==> config.mk <==
export PLATFORM = sky130hd
export DESIGN_NAME = counter_updown_mod
export DESIGN_NICKNAME = d
export VERILOG_FILES = /design/src/rtl/cnt_pkg.sv /design/src/rtl/dff_sync_r.sv /design/src/rtl/counter_updown_mod.sv
export SDC_FILE = /design/constraint.sdc
export NUM_CORES = 1
export LEC_CHECK = 0
export BUFFER_PORTS_ARGS = -buffer_cell sky130_fd_sc_hd__buf_4
export CAP_MARGIN = 20
export CORE_AREA = 2 2 39 41
export CTS_BUF_LIST = sky130_fd_sc_hd__clkbuf_4
export DETAILED_ROUTE_END_ITERATION = 8
export DIE_AREA = 0 0 41 43
export SETUP_SLACK_MARGIN = 0.02
export SLEW_MARGIN = 20
export SYNTH_ARGS = -nofsm -noshare
export SYNTH_HDL_FRONTEND = slang
export SYNTH_SLANG_ARGS = --single-unit
export TNS_END_PERCENT = 5
==> constraint.sdc <==
create_clock -name clk -period 2.6 [get_ports clk]
set_input_delay 0.52 -clock clk [delete_from_list [all_inputs] [get_ports clk]]
set_output_delay 0.52 -clock clk [all_outputs]
set_load 0.05 [all_outputs]
==> src/rtl/cnt_pkg.sv <==
// Shared definitions for the up/down counter family.
//   CNT_UP / CNT_DN    : encodings of the direction input
//   CNT_WRAP / CNT_SAT : end-of-range behaviour selectors for SATURATE
//   clamp_mod()        : limits a loaded value to the last legal count
package cnt_pkg;

  localparam logic CNT_UP   = 1'b1;
  localparam logic CNT_DN   = 1'b0;
  localparam int   CNT_WRAP = 0;
  localparam int   CNT_SAT  = 1;

  // Values at or above the modulus collapse onto modulus-1. The arguments
  // are 33 bits wide so a 32-bit counter with modulus 2**32 still compares
  // correctly.
  function automatic logic [32:0] clamp_mod(input logic [32:0] val,
                                            input logic [32:0] mod);
    return (val >= mod) ? (mod - 33'd1) : val;
  endfunction

endpackage

==> src/rtl/dff_sync_r.sv <==
// Single-bit D flip-flop with synchronous active-high reset.
//   clk       : rising-edge clock
//   reset     : synchronous reset, loads rst_val_i on the next edge
//   rst_val_i : value taken on reset
//   d_i       : next-state input
//   q_o       : registered output
module dff_sync_r (
  input  logic clk,
  input  logic reset,
  input  logic rst_val_i,
  input  logic d_i,
  output logic q_o
);

  logic q_q;

  always_ff @(posedge clk) begin
    if (reset) begin
      q_q <= rst_val_i;
    end else begin
      q_q <= d_i;
    end
  end

  assign q_o = q_q;

endmodule

==> src/rtl/counter_updown_mod.sv <==
// Synchronous up/down modulo counter with load, enable, wrap/saturate and a
// terminal-count carry for cascading. All bits update on the same edge.
//   clk      : rising-edge clock
//   reset    : synchronous active-high reset, q <= RESET_VAL
//   en       : count enable
//   up       : 1 counts up, 0 counts down
//   load     : synchronous parallel load (clamped to MODULUS-1)
//   load_val : value to load
//   q        : registered count
//   tc       : q sits at the end value for the current direction
//   carry    : tc & en & ~reset & ~load, drives the next stage's en
module counter_updown_mod
  import cnt_pkg::*;
#(
  parameter int     WIDTH     = 4,
  parameter longint MODULUS   = 16,
  parameter int     SATURATE  = CNT_WRAP,
  parameter longint RESET_VAL = 0
) (
  input  logic             clk,
  input  logic             reset,
  input  logic             en,
  input  logic             up,
  input  logic             load,
  input  logic [WIDTH-1:0] load_val,
  output logic [WIDTH-1:0] q,
  output logic             tc,
  output logic             carry
);

  // Reject illegal configurations at elaboration time.
  generate
    if (WIDTH < 1 || WIDTH > 32) begin : g_bad_width
      $error("counter_updown_mod: WIDTH must be 1..32");
    end
    if (MODULUS < 2 || MODULUS > (longint'(1) << WIDTH)) begin : g_bad_mod
      $error("counter_updown_mod: MODULUS must be 2..2**WIDTH");
    end
    if (RESET_VAL < 0 || RESET_VAL >= MODULUS) begin : g_bad_rst
      $error("counter_updown_mod: RESET_VAL must be below MODULUS");
    end
    if (SATURATE != CNT_WRAP && SATURATE != CNT_SAT) begin : g_bad_sat
      $error("counter_updown_mod: SATURATE must be 0 or 1");
    end
  endgenerate

  // Compares run one bit wider than the counter so MODULUS = 2**WIDTH gives
  // a representable last value without overflowing.
  localparam logic [WIDTH:0]   MAX_W = (WIDTH+1)'(MODULUS - 1);
  localparam logic [WIDTH-1:0] RST_W = WIDTH'(RESET_VAL);

  logic [WIDTH:0]   q_ext;
  logic [WIDTH:0]   inc_ext;
  logic [WIDTH:0]   dec_ext;
  logic [32:0]      load_clamped;
  logic [WIDTH-1:0] count_d;
  logic             unused_bits;

  assign q_ext        = {1'b0, q};
  assign inc_ext      = q_ext + (WIDTH+1)'(1);
  assign dec_ext      = q_ext - (WIDTH+1)'(1);
  assign load_clamped = clamp_mod(33'(load_val), 33'(MODULUS));

  // The extension bits never reach q: the end-of-range cases are handled
  // before inc/dec results are used, and clamping keeps loads below 2**WIDTH.
  assign unused_bits = &{1'b0, inc_ext[WIDTH], dec_ext[WIDTH],
                         load_clamped[32:WIDTH]};

  // Next state. Reset is applied inside the flip-flops, so it already
  // overrides everything computed here.
  always_comb begin
    count_d = q;
    if (load) begin
      count_d = load_clamped[WIDTH-1:0];
    end else if (en) begin
      if (up == CNT_UP) begin
        if (q_ext == MAX_W) begin
          count_d = (SATURATE == CNT_SAT) ? q : '0;
        end else begin
          count_d = inc_ext[WIDTH-1:0];
        end
      end else begin
        if (q_ext == '0) begin
          count_d = (SATURATE == CNT_SAT) ? q : MAX_W[WIDTH-1:0];
        end else begin
          count_d = dec_ext[WIDTH-1:0];
        end
      end
    end
  end

  // One flip-flop per bit forms the count register.
  generate
    for (genvar gi = 0; gi < WIDTH; gi++) begin : g_bit
      dff_sync_r u_bit (
        .clk       (clk),
        .reset     (reset),
        .rst_val_i (RST_W[gi]),
        .d_i       (count_d[gi]),
        .q_o       (q[gi])
      );
    end
  endgenerate

  // tc follows the live direction input, so a direction change is visible
  // in the same cycle.
  assign tc    = (up == CNT_UP) ? (q_ext == MAX_W) : (q_ext == '0);
  assign carry = tc & en & ~reset & ~load;

endmodule
==> key figures, run 1 <==
Clock network
  – PostCTS Resize Cnt: 0
  – H-tree Lvls: 1
  – Worst skew pair latency: about 240 ps
  – Clock slew seen by the registers of the worst setup and hold paths: about 40 ps
  – Cts bufs inserted: 3
  – Clock Tree Buf Depth: 2
  – CTS tree: yes
  – Clock root cell: clkbuf_4
  – Post-CTS setup buffers: 0
  – Clk sink count: 4
  – CTS Hold Buffers Added: 0

Die
  – Height of the die: ~43 µm
  – Initial Util: about a quarter
  – Core Region: about 1400 µm²
  – # IOs: 15
  – Row count: 14
  – Die area: approximately 1800 µm²
  – Die Span X: a little over 40 µm

Layout
  – Max FFs per register: 4
  – Multi-input gate area: ~240 µm²
  – Diode count: 0
  – Final instance area: 485.5 µm²
  – Most frequent cells in the layout: buf_4, a21oi_1, inv_1, nor2_1, dfxtp_1
  – P&R area growth vs syn: 33.79%
  – Fillers: between 100 and 150
  – Fraction of layout cells with a size suffix above 1: 38.98%
  – Nets@finish: 72
  – Commonest non-fill, non-tap cell in the layout: buf_4
  – Seq. cell area: between 80 and 90 µm²
  – Fin util: between 30% and 40%

Placed design
  – Post-detail-place hpwl: between 500 and 600 µm
  – Area after DPL: 462.9 µm²
  – GP Congestion: between 0.7 and 0.8
  – Port bufs: 14

Pwr
  – Part of the power in registers: between 30 and 40%
  – P_int: between 150 and 200 µW
  – Sw frac: between 30% and 40%
  – Clock network fraction of total power: 32.1%
  – P_leak: approximately 0.00022 µW
  – Maximum vdd drop: roughly 0.00021 V
  – Comb power frac: 36.6%
  – Sw Pwr: 89.33 µW
  – Pwr/cell area: approximately 500 nW/µm²

Timing
  – Final Critical Period: between 2000 and 2500 ps
  – Slew Limit Fails: 0
  – Setup TNS: 0 ps
  – Hold_ws: around 480 ps
  – Fin Clk Skew: approximately 2.7 ps
  – Max Fclk: about 420 MHz
  – RSZ-0062 raised after global routing: false
  – Tightest Pin Transition: 308.5 ps
  – Max-Slew Margin vs Limit: ~80%
  – Endpoints failing setup: 0
  – Hold violation total from the final report: 0
  – Crit share post-route: slightly above 90%

Routing
  – Post-route ant nets: 0
  – Via count: 371
  – Post-Route WL: 822 µm
  – Number of remaining DRC errors: 0
  – WL/cell: ~11 µm
  – Initial DRC Count: 4
  – Routed vias/inst: 4.947
  – First-pass DRT Iterations: 3

Synth
  – Syn_area_per_cell: between 7 and 8 µm²
  – Syn_nets: 57
  – Synth Area in Adders: under 10%
  – Post-Synth Simple-Gate Area: 15.17%
  – Compound-cell area share of the yosys netlist: about a third
  – Flops & latches, synth: 4
  – Multiplexer share of the synthesized area: between 5 and 6%
  – Part of the Yosys area used for sequential elements: 22.07%
  – Post-Syn Instances: 46
  – Syn. warnings: 0
  – Mapped cell area: approximately 360 µm²
  – Post-synthesis xor/xnor area fraction: between 4 and 5%
  – Largest family of logic cells by synthesized area: compound AO/OA/AOI/OAI gates
  – Distinct cells, synth: 22

Run status
  – Status: completed

Critical path
  – Setup CP Type: reg -> out
  – Setup crit start kind: flip-flop
  – Crit Path Max Fanout: 9
  – Crit end category: output pin
  – R2R cell count: 6
  – Req. time, crit path: approximately 2100 ps
  – Crit path arrival time: roughly 1900 ps

Global route
  – Vias in the first global route: 314
  – First-pass GRT wire length: roughly 1400 µm
  – GRT Overall Usage: about an eighth
  – Largest net degree at the start of global routing: 10
  – Antenna violations before repair: 0
  – Grt total ovfl: 0

Worst hold path
  – HP Class: in -> reg
  – Worst Hold Path Cells: 2

Flow run
  – Max capacitance violation total: 0
## cells in the mapped netlist
cell / n / share of area [%]
ha_1: 2 / 6.9
inv_1: 4 / 4.1
a41oi_2: 1 / 4.5
a211oi_1: 2 / 4.1
a21bo_1: 1 / 2.8
a21oi_1: 5 / 6.9
or4_1: 1 / 2.1
a311o_1: 1 / 2.8
mux2_2: 1 / 3.1
mux2i_1: 1 / 2.8
nand2_1: 3 / 3.1
o221ai_1: 1 / 2.4
xnor2_1: 2 / 4.8
o21ai_0: 3 / 4.1
inv_2: 1 / 1.0
dfxtp_1: 4 / 22
and3_1: 2 / 3.4
nor2_1: 4 / 4.1
or3b_2: 1 / 2.4
o31ai_1: 1 / 2.1
o21bai_1: 1 / 2.1
buf_4: 4 / 8.3
## area by class of cell
cell class                 count  share of cell area (%)
timing repair buffer          14                   21.65
clock buffer                   3                   4.639
inverter                       5                   3.866
multi-input combinational     33                   49.23
sequential                     4                   16.49
tap                           16                   4.124
## metal layers
layer	up-vias	track usage [%]	share of wire, %
li1	189	-	-
met1	172	14.24	50
met2	10	15.94	45
met3	0	6.283	4.5
met4	0	8.000	0
met5	-	0	0
## stage by stage
step	setup WS [ps]	power, µW	instances
floorplan	102.0	143.3	46
global placement	469.8	167.2	72
detailed placement	459.3	168.0	72
CTS	192.7	251.1	75
global route	84.53	264.4	75
finish	206.2	246.3	75
## final timing paths
check                                         from                  to  slack [ps]
worst max-delay path            g_bit[0].u_bit.q_o               carry         210
worst max register to register  g_bit[0].u_bit.q_o  g_bit[0].u_bit.q_o         950
worst min register to register  g_bit[1].u_bit.q_o  g_bit[1].u_bit.q_o         660
worst min-delay path                         reset  g_bit[0].u_bit.q_o         480
## cells by family (layout without fill, tap and decap cells)
family                     Yosys count  count (layout)
xor gates and xnor gates             2               2
buffers and inverters                9              22
DFF                                  4               4
adders and majority gates            2               2
muxes                                2               2
and+or+nand+nor                     11              11
AOI/OAI and AO/OA                   16              16
## worst max-delay path: stages, from the launching register on
cell and delay [ps]:
dfxtp_1 390, inv_2 90, ha_1 180, or3b_2 480
o21ai_2 140, and3_2 180, buf_4 190
## power groups by stage
stage               logic, µW  registers, µW  clock network (µW)
finish                   90.2           77.1                79.0
global route             98.0           78.0                88.5
CTS                      90.4           77.1                83.6
detailed placement       89.9           78.1                   0
global placement         89.6           77.6                   0
floorplan                68.1           75.2                   0
Note: power is estimated with default switching activity, not from simulation.
==> run 2, diff against run 1 <==
--- a/config.mk
+++ b/config.mk
@@ -7,10 +7,14 @@
 export LEC_CHECK = 0
 export BUFFER_PORTS_ARGS = -buffer_cell sky130_fd_sc_hd__buf_4
 export CAP_MARGIN = 20
-export CORE_AREA = 2 2 39 41
+export CELL_PAD_IN_SITES_DETAIL_PLACEMENT = 2
+export CELL_PAD_IN_SITES_GLOBAL_PLACEMENT = 2
+export CORE_MARGIN = 1.5
+export CORE_UTILIZATION = 27
 export CTS_BUF_LIST = sky130_fd_sc_hd__clkbuf_4
 export DETAILED_ROUTE_END_ITERATION = 8
-export DIE_AREA = 0 0 41 43
+export GPL_TIMING_DRIVEN = 0
+export PLACE_DENSITY_LB_ADDON = 0.1
 export SETUP_SLACK_MARGIN = 0.02
 export SLEW_MARGIN = 20
 export SYNTH_ARGS = -nofsm -noshare
==> run 2 against run 1 <==
  * Worst setup slack lost 26 ps
  * Register-to-register slack lost 40 ps
  * Worst hold slack gained 1.1 ps
  * Via count grew 3.5%
  * Critical path type unchanged
  * Critical endpoint unchanged
  * Largest power group unchanged
==> key figures, run 2 (synthesized netlist as in run 1, its figures left out) <==
Layout
  – Seq. cell area: 80.08 µm² (unchanged)
  – Nets@finish: 76 (was 72)
  – Final instance area: 514.2 µm² (was 485.5 µm²)
  – Diode count: 0 (unchanged)
  – Fillers: 161 (was 147)
  – Multi-input gate area: 239.0 µm² (unchanged)
  – Max FFs per register: 4 (unchanged)
  – Fraction of layout cells with a size suffix above 1: 42.86% (was 38.98%)
  – Most frequent cells in the layout: buf_4, a21oi_1, inv_1, nor2_1, dfxtp_1 (unchanged)
  – Commonest non-fill, non-tap cell in the layout: buf_4 (unchanged)
  – P&R area growth vs syn: 41.72% (was 33.79%)

Global route
  – Grt total ovfl: 0 (unchanged)
  – M3 GR Usage: 1.705% (was 6.283%)
  – GRT Overall Usage: 15.49% (was 11.97%)
  – GR Util met2: 25.41% (was 15.94%)
  – Antenna violations before repair: 0 (unchanged)
  – Largest net degree at the start of global routing: 10 (unchanged)
  – Grt peak-use layer: met2 (unchanged)
  – GR Layer Usage met1: 19.59% (was 14.24%)
  – Vias in the first global route: 395 (was 314)
  – First-pass GRT wire length: 1642 µm (was 1352 µm)

Clock network
  – Post-CTS setup buffers: 0 (unchanged)
  – H-tree Lvls: 1 (unchanged)
  – Clock slew seen by the registers of the worst setup and hold paths: 40 ps (about the same)
  – Cts bufs inserted: 3 (unchanged)
  – CTS Hold Buffers Added: 0 (unchanged)
  – CTS tree: yes (unchanged)
  – Clock Tree Buf Depth: 2 (unchanged)
  – PostCTS Resize Cnt: 0 (unchanged)
  – Worst skew pair latency: 230 ps (was 240 ps)
  – Clock root cell: clkbuf_4 (unchanged)
  – Clk sink count: 4 (unchanged)

Routing
  – Number of remaining DRC errors: 0 (unchanged)
  – Post-Route WL: 954 µm (was 822 µm)
  – Post-route ant nets: 0 (unchanged)
  – First-pass DRT Iterations: 4 (was 3)
  – WL/cell: 12.23 µm (was 10.96 µm)
  – Routed vias/inst: 4.923 (was 4.947)
  – Via count: 384 (was 371)
  – Initial DRC Count: 3 (was 4)

Die
  – Core Region: 1269 µm² (was 1384 µm²)
  – Row count: 13 (was 14)
  – Die Span X: 39.66 µm (was 41 µm)
  – # IOs: 15 (unchanged)
  – Die area: 1573 µm² (was 1763 µm²)
  – Initial Util: 28.60% (was 26.22%)
  – Height of the die: 39.66 µm (was 43 µm)

Placed design
  – GP Congestion: 0.6227 (was 0.7180)
  – Area after DPL: 491.7 µm² (was 462.9 µm²)
  – Post-detail-place hpwl: 756.9 µm (was 596 µm)
  – Port bufs: 14 (unchanged)

Timing
  – Crit share post-route: 93.09% (was 92.07%)
  – Hold violation total from the final report: 0 (unchanged)
  – Max Fclk: 413.2 MHz (was 417.7 MHz)
  – Setup TNS: 0 ps (unchanged)
  – RSZ-0062 raised after global routing: false (unchanged)
  – Endpoints failing setup: 0 (unchanged)
  – Slew Limit Fails: 0 (unchanged)
  – Tightest Pin Transition: 326.9 ps (was 308.5 ps)
  – Max-Slew Margin vs Limit: 78.18% (was 79.41%)
  – Fin Clk Skew: 3.927 ps (was 2.660 ps)
  – Final Critical Period: 2420 ps (was 2394 ps)

Pwr
  – Pwr/cell area: 487.3 nW/µm² (was 507.2 nW/µm²)
  – P_leak: 0.0002436 µW (was 0.0002231 µW)
  – Maximum vdd drop: 0.0002982 V (was 0.0002053 V)

Worst hold path
  – Worst Hold Path Cells: 2 (unchanged)
  – HP Class: in -> reg (unchanged)

Critical path
  – CP Cell Sequence: inv_2, ha_1, or3b_2, o21ai_2, and3_2, buf_4 (unchanged)
  – CP max stage cell: or3b_2 (unchanged)
  – CP max stage delay: 470 ps (was 480 ps)
  – Buf+Inv Stages, Crit Path: 2 (unchanged)
  – R2R cell count: 6 (unchanged)
  – Crit Path Max Fanout: 9 (unchanged)
  – Setup crit start kind: flip-flop (unchanged)
  – Setup CP Type: reg -> out (unchanged)
  – Req. time, crit path: 2080 ps (about the same)
  – WP depth: 6 (unchanged)
  – Top delay family on crit path: simple AND/OR/NAND/NOR gates (unchanged)
  – Crit end category: output pin (unchanged)
  – Crit path arrival time: 1900 ps (was 1870 ps)

Run status
  – Status: completed (unchanged)

Flow run
  – Max capacitance violation total: 0 (unchanged)
[run 2: final timing paths]
path,startpoint,end,slack [ps]
setup / recovery,g_bit[0].u_bit.q_o,carry,180
hold / removal,reset,g_bit[2].u_bit.q_o,490
setup reg to reg,g_bit[0].u_bit.q_o,g_bit[0].u_bit.q_o,910
hold reg to reg,g_bit[1].u_bit.q_o,g_bit[1].u_bit.q_o,660
[run 2: power breakdown]
| group | switching (µW) | total (µW) | internal [µW] |
|---|---|---|---|
| clock | 23.5 | 75.0 | 51.5 |
| sequential | 10.5 | 77.6 | 67.1 |
| combinational | 54.0 | 98.0 | 44.0 |
[run 2: layout make-up]
type	instances	area share [%]
clock buffer	3	4.380
buffer	4	5.839
sequential	4	15.57
inverter	5	3.650
multi-input combinational	33	46.47
timing repair buffer	14	20.44
tap	15	3.650
[run 2: per-stage QoR]
step	util, %	cells	hold slack (ps)	setup WS [ps]	power (µW)
2_1_floorplan	-	46	581.2	102.0	143.3
3_3_place_gp	38.76	75	669.7	440.0	176.0
3_5_place_dp	38.76	75	677.7	395.8	177.8
4_1_cts	40.53	78	484.4	145.6	255.9
5_1_grt	40.53	78	491.0	47.33	270.1
6_report	40.53	78	485.4	179.8	250.6
[run 2: per-layer routing]
layer | vias up | share of wire [%]
met5 | - | 0
met4 | 0 | 0
met3 | 0 | 3.2
met2 | 11 | 50
met1 | 173 | 47
li1 | 200 | -
==> run 3, diff against run 2 <==
--- a/config.mk
+++ b/config.mk
@@ -13,7 +13,6 @@
 export CORE_UTILIZATION = 27
 export CTS_BUF_LIST = sky130_fd_sc_hd__clkbuf_4
 export DETAILED_ROUTE_END_ITERATION = 8
-export GPL_TIMING_DRIVEN = 0
 export PLACE_DENSITY_LB_ADDON = 0.1
 export SETUP_SLACK_MARGIN = 0.02
 export SLEW_MARGIN = 20
==> run 3 against run 2 <==
  * Global-route usage rose by 2.2 points
  * Core utilization fell by 2.4 points
  * Wire length rose by 18%
==> key figures, run 3 (synthesized netlist as in run 1, its figures left out) <==
Timing
  – Max Fclk: 406.0 MHz (was 413.2 MHz)
  – Slew Limit Fails: 0 (unchanged)
  – Setup TNS: 0 ps (unchanged)
  – Hold violation total from the final report: 0 (unchanged)
  – Final Critical Period: 2463 ps (was 2420 ps)
  – RSZ-0062 raised after global routing: false (unchanged)
  – Crit share post-route: 94.74% (was 93.09%)
  – Tightest Pin Transition: 352.4 ps (was 326.9 ps)
  – Endpoints failing setup: 0 (unchanged)
  – Max-Slew Margin vs Limit: 76.48% (was 78.18%)
  – Fin Clk Skew: 1.204 ps (was 3.927 ps)

Critical path
  – CP Cell Sequence: inv_2, ha_1, or3b_2, o21ai_2, and3_2, buf_4 (unchanged)
  – Crit end category: output pin (unchanged)
  – CP max stage delay: 480 ps (was 470 ps)
  – Setup CP Type: reg -> out (unchanged)
  – Setup crit start kind: flip-flop (unchanged)
  – Top delay family on crit path: simple AND/OR/NAND/NOR gates (unchanged)
  – Crit Path Max Fanout: 9 (unchanged)
  – Buf+Inv Stages, Crit Path: 2 (unchanged)
  – Crit path arrival time: 1940 ps (was 1900 ps)
  – Req. time, crit path: 2080 ps (about the same)
  – CP max stage cell: or3b_2 (unchanged)

Die
  – Core Region: 1269 µm² (unchanged)
  – Height of the die: 39.66 µm (unchanged)
  – Die area: 1573 µm² (unchanged)
  – Row count: 13 (unchanged)
  – Initial Util: 28.60% (unchanged)
  – # IOs: 15 (unchanged)
  – Die Span X: 39.66 µm (unchanged)

Clock network
  – Clock Tree Buf Depth: 2 (unchanged)
  – H-tree Lvls: 1 (unchanged)
  – PostCTS Resize Cnt: 0 (unchanged)
  – Post-CTS setup buffers: 0 (unchanged)
  – Clk sink count: 4 (unchanged)
  – CTS tree: yes (unchanged)
  – Cts bufs inserted: 3 (unchanged)
  – CTS Hold Buffers Added: 0 (unchanged)
  – Clock root cell: clkbuf_4 (unchanged)
  – Worst skew pair latency: 230 ps (about the same)
  – Clock slew seen by the registers of the worst setup and hold paths: 40 ps (about the same)

Routing
  – Number of remaining DRC errors: 0 (unchanged)
  – Via count: 379 (was 384)
  – Routed vias/inst: 5.122 (was 4.923)
  – First-pass DRT Iterations: 3 (was 4)
  – Post-Route WL: 1125 µm (was 954 µm)
  – Post-route ant nets: 0 (unchanged)
  – Initial DRC Count: 4 (was 3)
  – WL/cell: 15.20 µm (was 12.23 µm)

Layout
  – Multi-input gate area: 239.0 µm² (unchanged)
  – Nets@finish: 72 (was 76)
  – Fraction of layout cells with a size suffix above 1: 38.98% (was 42.86%)
  – Seq. cell area: 80.08 µm² (unchanged)
  – Fillers: 153 (was 161)
  – P&R area growth vs syn: 33.45% (was 41.72%)
  – Commonest non-fill, non-tap cell in the layout: buf_4 (unchanged)
  – Max FFs per register: 4 (unchanged)
  – Most frequent cells in the layout: buf_4, a21oi_1, inv_1, nor2_1, dfxtp_1 (unchanged)
  – Diode count: 0 (unchanged)
  – Final Non-Filler Cells: 74 (was 78)
  – Fin util: 38.17% (was 40.53%)

Global route
  – GRT Overall Usage: 17.72% (was 15.49%)
  – Vias in the first global route: 402 (was 395)
  – Antenna violations before repair: 0 (unchanged)
  – First-pass GRT wire length: 1814 µm (was 1642 µm)
  – Largest net degree at the start of global routing: 10 (unchanged)
  – Grt total ovfl: 0 (unchanged)

Flow run
  – Max capacitance violation total: 0 (unchanged)

Run status
  – Status: completed (unchanged)

Worst hold path
  – HP Class: in -> reg (unchanged)

Pwr
  – P_leak: 0.0002231 µW (was 0.0002436 µW)
  – Maximum vdd drop: 0.0002120 V (was 0.0002982 V)
  – Pwr/cell area: 504.4 nW/µm² (was 487.3 nW/µm²)

Placed design
  – Post-detail-place hpwl: 891.6 µm (was 756.9 µm)
  – GP Congestion: 0.6441 (was 0.6227)
  – Placed cells: 71 (was 75)
  – Port bufs: 14 (unchanged)
[run 3: final timing paths]
check                                         from                  to  slack (ps)  cells after the start
worst max-delay path            g_bit[0].u_bit.q_o               carry         140                      6
worst min-delay path                         reset  g_bit[1].u_bit.q_o         500                      2
worst max register to register  g_bit[0].u_bit.q_o  g_bit[0].u_bit.q_o         860                      6
worst min register to register  g_bit[1].u_bit.q_o  g_bit[1].u_bit.q_o         680                      2
[run 3: cell type report]
class / instances / share of cell area (%)
clock buffers: 3 / 4.651
inverters: 5 / 3.876
well taps: 15 / 3.876
multi-input cells: 33 / 49.35
flip-flops and latches: 4 / 16.54
repair buffers: 14 / 21.71
[run 3: layer usage]
metal | wire, µm | vias to the layer above | GRT usage (%)
met5 | 0 | - | 0
met4 | 0 | 0 | 7.759
met3 | 44 | 0 | 1.705
met2 | 617 | 11 | 32.38
met1 | 463 | 180 | 20.27
li1 | - | 188 | -
[run 3: per-stage QoR]
step	setup WS, ps	hold WS, ps	power (µW)	instance area [µm²]
finish	136.9	500.3	244.2	484.2
floorplan	102.0	581.2	143.3	367.9
CTS	120.5	496.3	249.7	484.2
detailed placement	376.8	681.4	172.5	461.7
global placement	469.2	642.6	167.7	461.7
global route	42.08	495.7	265.4	484.2
[run 3: power by group]
group	internal (µW)	switching, µW	total, µW
clock network	51.4	21.5	72.9
registers	67.1	11.4	78.5
logic	38.1	54.8	92.9
